===== src/rtl/interboard_pkg.sv =====
// Interboard link shared definitions.
// Message layout, word split and send FSM states.
package interboard_pkg;

    localparam int WORDS_PER_MSG = 4;
    localparam int MSG_W         = 24;
    localparam int DATA_W        = 6;

    typedef enum logic [1:0] {
        S_IDLE   = 2'd0,
        S_SETUP  = 2'd1,
        S_REQ_HI = 2'd2,
        S_REQ_LO = 2'd3
    } state_e;

    // Two zero pad bits keep word0 from ever reading as all-ones.
    function automatic logic [MSG_W-1:0] pack_msg(
        input logic [3:0] msg_type,
        input logic       move_dir,
        input logic [4:0] block_x,
        input logic [2:0] block_y,
        input logic [5:0] card,
        input logic [2:0] sel_len
    );
        return {2'b00, msg_type, move_dir, block_x,
                block_y, card, sel_len};
    endfunction

    function automatic logic [DATA_W-1:0] msg_word(
        input logic [MSG_W-1:0] msg,
        input logic [1:0]       idx
    );
        logic [MSG_W-1:0] sh;
        sh = msg << (DATA_W * int'(idx));
        return sh[MSG_W-1 -: DATA_W];
    endfunction

endpackage


===== src/rtl/interboard_msg_fifo.sv =====
// Message FIFO for the interboard send path.
// Async reset plus synchronous clear; pointers wrap modulo DEPTH.
module interboard_msg_fifo
    import interboard_pkg::*;
#(
    parameter int DEPTH = 4,
    parameter int W     = MSG_W
) (
    input  logic         clk,
    input  logic         rst,
    input  logic         clr,
    input  logic         push,
    input  logic         pop,
    input  logic [W-1:0] wdata,
    output logic [W-1:0] rdata,
    output logic         full,
    output logic         empty
);

    localparam int AW = $clog2(DEPTH);

    logic [W-1:0]  mem_q [DEPTH];
    logic [AW-1:0] wptr_q, wptr_d;
    logic [AW-1:0] rptr_q, rptr_d;
    logic [AW:0]   count_q, count_d;
    logic          do_push, do_pop;

    assign full    = (count_q == (AW+1)'(DEPTH));
    assign empty   = (count_q == '0);
    assign rdata   = mem_q[rptr_q];
    assign do_pop  = pop && !empty;
    assign do_push = push && (!full || do_pop);

    always_comb begin
        wptr_d  = wptr_q;
        rptr_d  = rptr_q;
        count_d = count_q;
        if (do_push) wptr_d = wptr_q + 1'b1;
        if (do_pop)  rptr_d = rptr_q + 1'b1;
        if (do_push && !do_pop) count_d = count_q + 1'b1;
        if (do_pop && !do_push) count_d = count_q - 1'b1;
    end

    always_ff @(posedge clk or posedge rst) begin
        if (rst) begin
            wptr_q  <= '0;
            rptr_q  <= '0;
            count_q <= '0;
        end else if (clr) begin
            wptr_q  <= '0;
            rptr_q  <= '0;
            count_q <= '0;
        end else begin
            wptr_q  <= wptr_d;
            rptr_q  <= rptr_d;
            count_q <= count_d;
        end
    end

    always_ff @(posedge clk) begin
        if (do_push && !clr) mem_q[wptr_q] <= wdata;
    end

endmodule


===== src/rtl/interboard_msg_sender.sv =====
// Interboard send path: queues control messages and ships each
// as four 6-bit words over a 4-phase Request/Ack handshake.
module interboard_msg_sender
    import interboard_pkg::*;
#(
    parameter int FIFO_DEPTH  = 4,
    parameter int TIMEOUT_CYC = 1_000_000,
    parameter int SYNC_STAGES = 2
) (
    input  logic              clk,
    input  logic              rst,
    input  logic              interboard_rst,
    input  logic              Ack_in,
    input  logic              ctrl_en,
    input  logic              ctrl_move_dir,
    input  logic [4:0]        ctrl_block_x,
    input  logic [2:0]        ctrl_block_y,
    input  logic [3:0]        ctrl_msg_type,
    input  logic [5:0]        ctrl_card,
    input  logic [2:0]        ctrl_sel_len,
    output logic              Request_out,
    output logic [DATA_W-1:0] inter_data_out,
    output logic              busy,
    output logic              fifo_full,
    output logic              overflow,
    output logic              timeout_err
);

    localparam int TW = $clog2(TIMEOUT_CYC);

    state_e                 state_q, state_d;
    logic [MSG_W-1:0]       msg_q, msg_d;
    logic [1:0]             idx_q, idx_d;
    logic [TW-1:0]          timer_q, timer_d;
    logic [SYNC_STAGES-1:0] sync_q;
    logic                   req_q, req_d;
    logic [DATA_W-1:0]      data_q, data_d;
    logic                   ovf_q, ovf_d;
    logic                   to_q, to_d;

    logic                   ack_s;
    logic                   timeout;
    logic                   expired;
    logic                   fifo_push, fifo_pop;
    logic                   fifo_empty, fifo_full_w;
    logic [MSG_W-1:0]       fifo_wdata, fifo_rdata;

    assign ack_s      = sync_q[SYNC_STAGES-1];
    assign expired    = (timer_q == TW'(TIMEOUT_CYC - 1));
    assign fifo_wdata = pack_msg(ctrl_msg_type, ctrl_move_dir,
                                 ctrl_block_x, ctrl_block_y,
                                 ctrl_card, ctrl_sel_len);
    assign fifo_push  = ctrl_en && (!fifo_full_w || fifo_pop);

    interboard_msg_fifo #(
        .DEPTH (FIFO_DEPTH),
        .W     (MSG_W)
    ) u_fifo (
        .clk   (clk),
        .rst   (rst),
        .clr   (interboard_rst),
        .push  (fifo_push),
        .pop   (fifo_pop),
        .wdata (fifo_wdata),
        .rdata (fifo_rdata),
        .full  (fifo_full_w),
        .empty (fifo_empty)
    );

    always_ff @(posedge clk or posedge rst) begin
        if (rst) begin
            state_q <= S_IDLE;
            msg_q   <= '0;
            idx_q   <= '0;
            timer_q <= '0;
            sync_q  <= '0;
            req_q   <= 1'b0;
            data_q  <= '0;
            ovf_q   <= 1'b0;
            to_q    <= 1'b0;
        end else if (interboard_rst) begin
            state_q <= S_IDLE;
            msg_q   <= '0;
            idx_q   <= '0;
            timer_q <= '0;
            sync_q  <= '0;
            req_q   <= 1'b0;
            data_q  <= '0;
            ovf_q   <= 1'b0;
            to_q    <= 1'b0;
        end else begin
            state_q <= state_d;
            msg_q   <= msg_d;
            idx_q   <= idx_d;
            timer_q <= timer_d;
            sync_q  <= {sync_q[SYNC_STAGES-2:0], Ack_in};
            req_q   <= req_d;
            data_q  <= data_d;
            ovf_q   <= ovf_d;
            to_q    <= to_d;
        end
    end

    always_comb begin
        state_d  = state_q;
        msg_d    = msg_q;
        idx_d    = idx_q;
        fifo_pop = 1'b0;
        timeout  = 1'b0;
        unique case (state_q)
            S_IDLE: begin
                if (!fifo_empty) begin
                    fifo_pop = 1'b1;
                    msg_d    = fifo_rdata;
                    idx_d    = '0;
                    state_d  = S_SETUP;
                end
            end
            S_SETUP: state_d = S_REQ_HI;
            S_REQ_HI: begin
                if (expired) begin
                    timeout = 1'b1;
                    state_d = S_IDLE;
                end else if (ack_s) begin
                    state_d = S_REQ_LO;
                end
            end
            S_REQ_LO: begin
                if (expired) begin
                    timeout = 1'b1;
                    state_d = S_IDLE;
                end else if (!ack_s) begin
                    if (idx_q == 2'(WORDS_PER_MSG - 1)) begin
                        state_d = S_IDLE;
                    end else begin
                        idx_d   = idx_q + 1'b1;
                        state_d = S_SETUP;
                    end
                end
            end
            default: state_d = S_IDLE;
        endcase
        // Timer restarts on every state entry, counts only while waiting.
        timer_d = '0;
        if ((state_q == S_REQ_HI || state_q == S_REQ_LO)
            && state_d == state_q)
            timer_d = timer_q + 1'b1;
    end

    always_comb begin
        req_d  = (state_d == S_REQ_HI);
        data_d = data_q;
        if (state_d == S_SETUP) data_d = msg_word(msg_d, idx_d);
        ovf_d  = ctrl_en && fifo_full_w && !fifo_pop;
        to_d   = timeout;
    end

    assign Request_out    = req_q;
    assign inter_data_out = data_q;
    assign overflow       = ovf_q;
    assign timeout_err    = to_q;
    assign fifo_full      = fifo_full_w;
    assign busy           = (state_q != S_IDLE) || !fifo_empty;

endmodule


===== config.mk =====
export PLATFORM = sky130hd
export DESIGN_NAME = interboard_msg_sender
export DESIGN_NICKNAME = d
export VERILOG_FILES = /design/src/rtl/interboard_pkg.sv /design/src/rtl/interboard_msg_fifo.sv /design/src/rtl/interboard_msg_sender.sv
export SDC_FILE = /design/constraint.sdc
export NUM_CORES = 1
export LEC_CHECK = 0
export CORE_ASPECT_RATIO = 1.5
export CORE_UTILIZATION = 55
export CTS_CLUSTER_SIZE = 20
export DETAILED_ROUTE_END_ITERATION = 6
export GPL_TIMING_DRIVEN = 0
export PLACE_DENSITY = 0.78
export SLEW_MARGIN = 10
export SYNTH_ARGS = -nofsm -noshare
export SYNTH_HDL_FRONTEND = slang
export SYNTH_HIERARCHICAL = 1
export SYNTH_SLANG_ARGS = --single-unit

===== constraint.sdc =====
create_clock -name clk -period 5.61 [get_ports clk]
set_input_delay 0.8415 -clock clk [delete_from_list [all_inputs] [get_ports clk]]
set_output_delay 0.8415 -clock clk [all_outputs]
set_load 0.05 [all_outputs]

==> flow_metrics.env, run 1 <==
export IMPL_totalWireLength_mm=14.1
export IMPL_intPower_mw=2.45
export IMPL_syn_avg_cell_area_um2=14.7
export IMPL_synth_top_cell_area_share=0.393
export IMPL_endpoint_kind="flip-flop"
export IMPL_hold_violations=0
export IMPL_finalSetupViolCount=0
export IMPL_seq_area_frac_synth=0.618
export IMPL_yosysTopAreaCell="edfxtp_1"
export IMPL_mostFrequentLayoutCells="edfxtp_1, dfrtp_1, nor2_1"
export IMPL_whs_path_depth=1
export IMPL_crit_slowest_cell="buf_1"
export IMPL_die_w_um=96.3
export IMPL_vdd_drop_max_mv=0.270
export IMPL_status="finished clean"
export IMPL_clock_sinks=162
export IMPL_worstSetupPathType="flip-flop to flip-flop"
export IMPL_die_y_um=143
export IMPL_grt_max_degree=34
export IMPL_cp_max_fo=10
export IMPL_reg2reg_from="u_fifo/count_q[0]$_DFFE_PP0P_"
export IMPL_grt_pass1_vias=4624
export IMPL_min_period_ps=4310
export IMPL_min_path_type="flip-flop to flip-flop"
export IMPL_core_area_mm2=0.0130
export IMPL_rsz0062_at_grt="no"
export IMPL_multi_input_area_mm2=0.00264
export IMPL_path_clk_slew_ps=70
export IMPL_drt_iter0_drc=238
export IMPL_slew_headroom=0.519
export IMPL_power_clock_fraction=0.314
export IMPL_arrival_ps=4590
export IMPL_io_pins=38
export IMPL_n_antenna_cell=0
export IMPL_vias_per_cell=5.89
export IMPL_routedWlPerCell_um=18.9
export IMPL_post_cts_buffers=0
export IMPL_syn_inst=500
export IMPL_comb_power_share=0.284
export IMPL_hp_start="sync_q[0]$_DFF_PP0_"
export IMPL_required_ps=5890
export IMPL_hpwl_mm=9.99
export IMPL_drc=0
export IMPL_final_common_cell="edfxtp_1"
export IMPL_whs_endpoint="sync_q[1]$_DFF_PP0_"
export IMPL_ys_ff_latch=162
export IMPL_grt_overflow=0
export IMPL_r2r_slack_ps=1300
export IMPL_grt_pass1_wl_mm=22.8
export IMPL_skew_ps=10.4
export IMPL_synth_cell_types=69
export IMPL_max_cap_violations=0
export IMPL_cts_root_buffer="clkbuf_16"
export IMPL_worst_pin_slew_ps=722
export IMPL_antenna_found_initial=0
export IMPL_path_buf_inv=5
export IMPL_synthArstFlopShare=0.407
export IMPL_numCtsBuffers=17
export IMPL_crit_family="buffers and inverters"
export IMPL_post_place_ws_ps=1390
export IMPL_syn_cell_area_mm2=0.00733
export IMPL_switchingPower_mw=1.12
export IMPL_p_sw_frac=0.313
export IMPL_htree_levels=4
export IMPL_dr_pass1_iters=6
export IMPL_slew_violations=0
export IMPL_cts_buffer_depth=2
export IMPL_total_power_mw=3.56
export IMPL_pwr_density_cell_mw_per_mm2=414
export IMPL_r2r_end="u_fifo/count_q[2]$_DFFE_PP0P_"
export IMPL_fillers=908
export IMPL_cp_common_cell="clkbuf_1"
export IMPL_fin_crit_sh=0.768
export IMPL_synth_ff_type="edfxtp_1"
export IMPL_detail_route_antenna_nets=0
export IMPL_io_buffers=37
export IMPL_rows=51
export IMPL_netlist_top_cells_area="edfxtp_1, dfrtp_1, mux4_2"
export IMPL_area_growth_pct=17.4
export IMPL_start_kind="flip-flop"
export IMPL_max_freq_ghz=0.232
export IMPL_cts_tree="done"
export IMPL_worstSkewPairLatency_ps=420
export IMPL_p_seq_frac=0.402
export IMPL_start_util=0.563
export IMPL_drive_above_1_share=0.181
export IMPL_setup_tns_ps=0
export IMPL_setup_slack_ps=1300
export IMPL_fin_nets=610
export IMPL_dieArea_mm2=0.0138
export IMPL_cts_repair_resized=0
export IMPL_yosysWarnings=6
export IMPL_gp_congestion=0.849
export IMPL_max_stage_delay_ps=540
export IMPL_grtUsageTotal=0.223
export IMPL_crit_path_cell_trace="buf_2 -> nor3_1 -> nand2b_1 -> clkbuf_1 -> buf_1 -> inv_1 -> clkbuf_1 -> o31ai_1 -> nor2_1 -> fa_1 -> or3b_2 -> a32oi_1 -> a31oi_1"
export IMPL_synth_enable_flop_cells=96
export IMPL_cts_hold_buffers=0
export IMPL_reg2regPathDepth=13
export IMPL_num_vias=4380
export IMPL_ff_latch_area_mm2=0.00453
export IMPL_p_leak_nw=3.36
## layout make-up
| class | count | share of cell area |
|---|---|---|
| clock inverter | 13 | 0.0169 |
| tap | 159 | 0.0231 |
| inverter | 17 | 0.00741 |
| multi-input combinational | 301 | 0.307 |
| sequential | 162 | 0.527 |
| clock buffer | 19 | 0.0503 |
| buffer | 27 | 0.0166 |
| timing repair buffer | 46 | 0.0523 |
## cell families after synthesis
kind of cell    synth area share
mux                        0.159
fa+ha+maj                 0.0198
other cells             0.000511
xor+xnor                  0.0263
simple gates              0.0979
flops                      0.618
compound gates            0.0502
buf+inv                   0.0281
## power groups by stage
| stage | combinational [mW] | clock (mW) | sequential, mW |
|---|---|---|---|
| floorplan | 0.713 | 0 | 1.48 |
| global placement | 0.952 | 0 | 1.45 |
| detailed placement | 0.997 | 0 | 1.45 |
| CTS | 1.01 | 1.13 | 1.43 |
| global route | 1.09 | 1.18 | 1.44 |
| finish | 1.01 | 1.12 | 1.43 |
## sequential cells by signal, summed over array words and instances, names as in the netlist
name / cells
Request_out: 1
idx_q: 2
inter_data_out: 6
msg_q: 24
overflow: 1
state_q: 2
sync_q: 2
timeout_err: 1
timer_q: 20
u_fifo/count_q: 3
u_fifo/mem_q: 96
u_fifo/rptr_q: 2
u_fifo/wptr_q: 2
## synthesized netlist by cell type, drive strengths merged (2+ instances only)
cell,count
edfxtp,96
dfrtp,66
nor2,64
mux4,37
mux2i,28
nand2,20
xor2,18
inv,17
buf,15
clkbuf,12
nand3,12
ha,10
and3,8
a21oi,7
and2,7
o21ai,7
nand2b,5
nor3b,5
xnor2,4
a211oi,3
a221o,3
a31oi,3
mux2,3
nand3b,3
nor3,3
o211ai,3
o22ai,3
a211o,2
a21o,2
a32o,2
a32oi,2
a41oi,2
nand4,2
nor2b,2
o21a,2
or2,2
or3b,2
## routing by layer
layer	routed length (um)	GRT usage	up-vias
met4	405	0.101	0
met3	490	0.0450	27
met2	7720	0.397	89
met1	5440	0.255	2250
met5	0	0	-
li1	-	-	2014
## per-stage QoR
stage / util / area (um^2) / std cells / hold WS [ps]
final: 0.661 / 8610 / 744 / 457
after CTS: 0.661 / 8610 / 744 / 456
after global routing: 0.661 / 8610 / 744 / 484
after detailed placement: 0.617 / 8030 / 712 / 447
after global placement: 0.609 / 7930 / 703 / 447
after floorplan: - / 7360 / 507 / 439
## worst max-delay path by stage
| stage | from | end | slack, ps | cells past startpoint |
|---|---|---|---|---|
| floorplan | state_q[0]$_DFF_PP0_ | u_fifo/mem_q[0][0]$_DFFE_PP_ | 1190 | 9 |
| global placement | state_q[0]$_DFF_PP0_ | u_fifo/mem_q[2][6]$_DFFE_PP_ | -410 | 9 |
| detailed placement | u_fifo/count_q[0]$_DFFE_PP0P_ | u_fifo/count_q[2]$_DFFE_PP0P_ | 1390 | 13 |
| CTS | u_fifo/count_q[0]$_DFFE_PP0P_ | u_fifo/count_q[2]$_DFFE_PP0P_ | 1370 | 13 |
| global route | u_fifo/count_q[0]$_DFFE_PP0P_ | u_fifo/count_q[2]$_DFFE_PP0P_ | 1040 | 13 |
| finish | u_fifo/count_q[0]$_DFFE_PP0P_ | u_fifo/count_q[2]$_DFFE_PP0P_ | 1300 | 13 |
Note: power is estimated with default switching activity, not from simulation.
==> run 2, diff against run 1 <==
==> constraint.sdc (replaced) <==
create_clock -name clk -period 4 [get_ports clk]
set_input_delay 0.6 -clock clk [delete_from_list [all_inputs] [get_ports clk]]
set_output_delay 0.6 -clock clk [all_outputs]
set_load 0.05 [all_outputs]
==> run 2 against run 1 <==
Routed wire length is 0.27% higher. Fmax rose by 15%. Count of clock-buffer cells in the layout did not move. Critical path depth stayed put. Die area did not move. Sequential share of layout area down 0.19 points. Cell count is 0.13% lower. Via count rose by 0.23%. Design area rose by 0.36%. Clock power rose by 40%. Worst hold slack got worse by 1.5 ps. Critical endpoint unchanged. Largest cell class unchanged. Largest power group unchanged.
==> flow_metrics.env, run 2 (synthesis gave the netlist of run 1 again) <==
export IMPL_finalSetupViolCount=0
export IMPL_final_common_cell="edfxtp_1"
export IMPL_slew_violations=0
export IMPL_min_path_type="primary input to asynchronous set/reset pin"
export IMPL_area_growth_pct=17.8
export IMPL_top_regs="u_fifo/mem_q: 96 flops, msg_q: 24 flops, timer_q: 20 flops"
export IMPL_drive_above_1_share=0.188
export IMPL_vdd_drop_max_mv=0.378
export IMPL_grtUsageTotal=0.224
export IMPL_grt_max_degree=34
export IMPL_required_ps=4270
export IMPL_p_seq_frac=0.401
export IMPL_detail_route_antenna_nets=0
export IMPL_met3_usage=0.0450
export IMPL_n_antenna_cell=0
export IMPL_intPower_mw=3.44
export IMPL_antenna_found_initial=0
export IMPL_min_period_ps=3730
export IMPL_endpoint_kind="flip-flop"
export IMPL_cts_root_buffer="clkbuf_16"
export IMPL_met2_usage=0.397
export IMPL_totalWireLength_mm=14.1
export IMPL_top_usage_layer="met2"
export IMPL_grtUsageMet1=0.256
export IMPL_rows=51
export IMPL_routedWlPerCell_um=19.0
export IMPL_vias_per_cell=5.91
export IMPL_cp_max_fo=10
export IMPL_rsz0062_at_grt="no"
export IMPL_max_freq_ghz=0.268
export IMPL_numCtsBuffers=17
export IMPL_max_cap_violations=0
export IMPL_regMostFlops="u_fifo/mem_q"
export IMPL_hold_ws_ps=455
export IMPL_fin_area_mm2=0.00864
export IMPL_die_y_um=143
export IMPL_skew_ps=11.0
export IMPL_mostFrequentLayoutCells="edfxtp_1, dfrtp_1, nor2_1"
export IMPL_total_power_mw=5.01
export IMPL_die_w_um=96.3
export IMPL_cts_tree="done"
export IMPL_largest_register_ffs=96
export IMPL_fin_crit_sh=0.933
export IMPL_status="finished clean"
export IMPL_grt_pass1_vias=4630
export IMPL_clock_sinks=162
export IMPL_worstSkewPairLatency_ps=420
export IMPL_dr_pass1_iters=5
export IMPL_p_leak_nw=3.38
export IMPL_pwr_density_cell_mw_per_mm2=580
export IMPL_start_util=0.563
export IMPL_p_sw_frac=0.313
export IMPL_grt_overflow=0
export IMPL_fin_nets=609
export IMPL_drc=0
export IMPL_post_cts_buffers=0
export IMPL_comb_power_share=0.286
export IMPL_dieArea_mm2=0.0138
export IMPL_hpwl_mm=9.99
export IMPL_cts_hold_buffers=0
export IMPL_gp_congestion=0.849
export IMPL_path_clk_slew_ps=70
export IMPL_worstSetupPathType="flip-flop to flip-flop"
export IMPL_core_area_mm2=0.0130
export IMPL_io_pins=38
export IMPL_hold_violations=0
export IMPL_drt_iter0_drc=238
export IMPL_slew_headroom=0.483
export IMPL_switchingPower_mw=1.57
export IMPL_placed_area_mm2=0.00803
export IMPL_worst_pin_slew_ps=775
export IMPL_grt_pass1_wl_mm=22.8
export IMPL_start_kind="flip-flop"
export IMPL_arrival_ps=4000
export IMPL_power_clock_fraction=0.313
export IMPL_cts_buffer_depth=2
export IMPL_htree_levels=4
export IMPL_num_vias=4390
export IMPL_io_buffers=37
run 2: through the flow:
step | cells | worst slack, ps | setup TNS [ps] | util
6_report | 743 | 269 | 0 | 0.664
5_1_grt | 743 | 9.44 | 0 | 0.664
4_1_cts | 744 | 57.9 | 0 | 0.661
3_5_place_dp | 712 | -215 | -5260 | 0.617
3_3_place_gp | 703 | -2020 | -192770 | 0.609
2_1_floorplan | 507 | -418 | -40110 | -
run 2: area by class of cell:
class / instances / area, um^2
plain buffers: 26 / 145
clock buffers: 19 / 433
clock inverters: 13 / 145
fillers: 900 / 4380
inverters: 17 / 63.8
multi-input cells: 301 / 2670
flip-flops and latches: 162 / 4530
well taps: 159 / 199
repair buffers: 46 / 450
run 2: path summary, 6_finish.rpt:
kind / startpoint / end / slack [ps] / depth (start not counted)
worst max-delay path: u_fifo/count_q[0]$_DFFE_PP0P_ / u_fifo/count_q[2]$_DFFE_PP0P_ / 270 / 13
worst min-delay path: rst / u_fifo/count_q[0]$_DFFE_PP0P_ / 460 / 2
worst max register to register: u_fifo/count_q[0]$_DFFE_PP0P_ / u_fifo/count_q[2]$_DFFE_PP0P_ / 270 / 13
worst min register to register: sync_q[0]$_DFF_PP0_ / sync_q[1]$_DFF_PP0_ / 460 / 1
max in group asynchronous: rst / timer_q[2]$_DFF_PP0_ / 2800 / 3
min in group clk: sync_q[0]$_DFF_PP0_ / sync_q[1]$_DFF_PP0_ / 460 / 1
run 2: power groups by stage:
stage,registers [mW],clock network [mW],logic [mW]
CTS,2.01,1.59,1.41
global route,2.02,1.66,1.54
finish,2.01,1.57,1.43
floorplan,2.07,0,1.00
detailed placement,2.04,0,1.40
global placement,2.03,0,1.33
run 2: critical path, stage by stage, from the launching register on:
cell and delay, ps:
dfrtp_1 410, buf_2 180, nor3_1 360, nand2b_1 170, clkbuf_2 300, clkbuf_4 310
inv_1 120, clkbuf_1 230, o31ai_1 160, nor2_1 100, fa_1 450, or3b_2 490
a32oi_1 200, a31oi_1 90
run 2: timing repair:
action | in CTS | in global routing
resized for setup | 2 | 8
endpoints found under the hold margin | 0 | 0
setup endpoints to repair | 41 | 42
run 2: per-layer routing:
layer,wire [um],up-vias
met5,0,-
met4,364,0
met3,501,21
met2,7760,94
met1,5460,2266
li1,-,2009
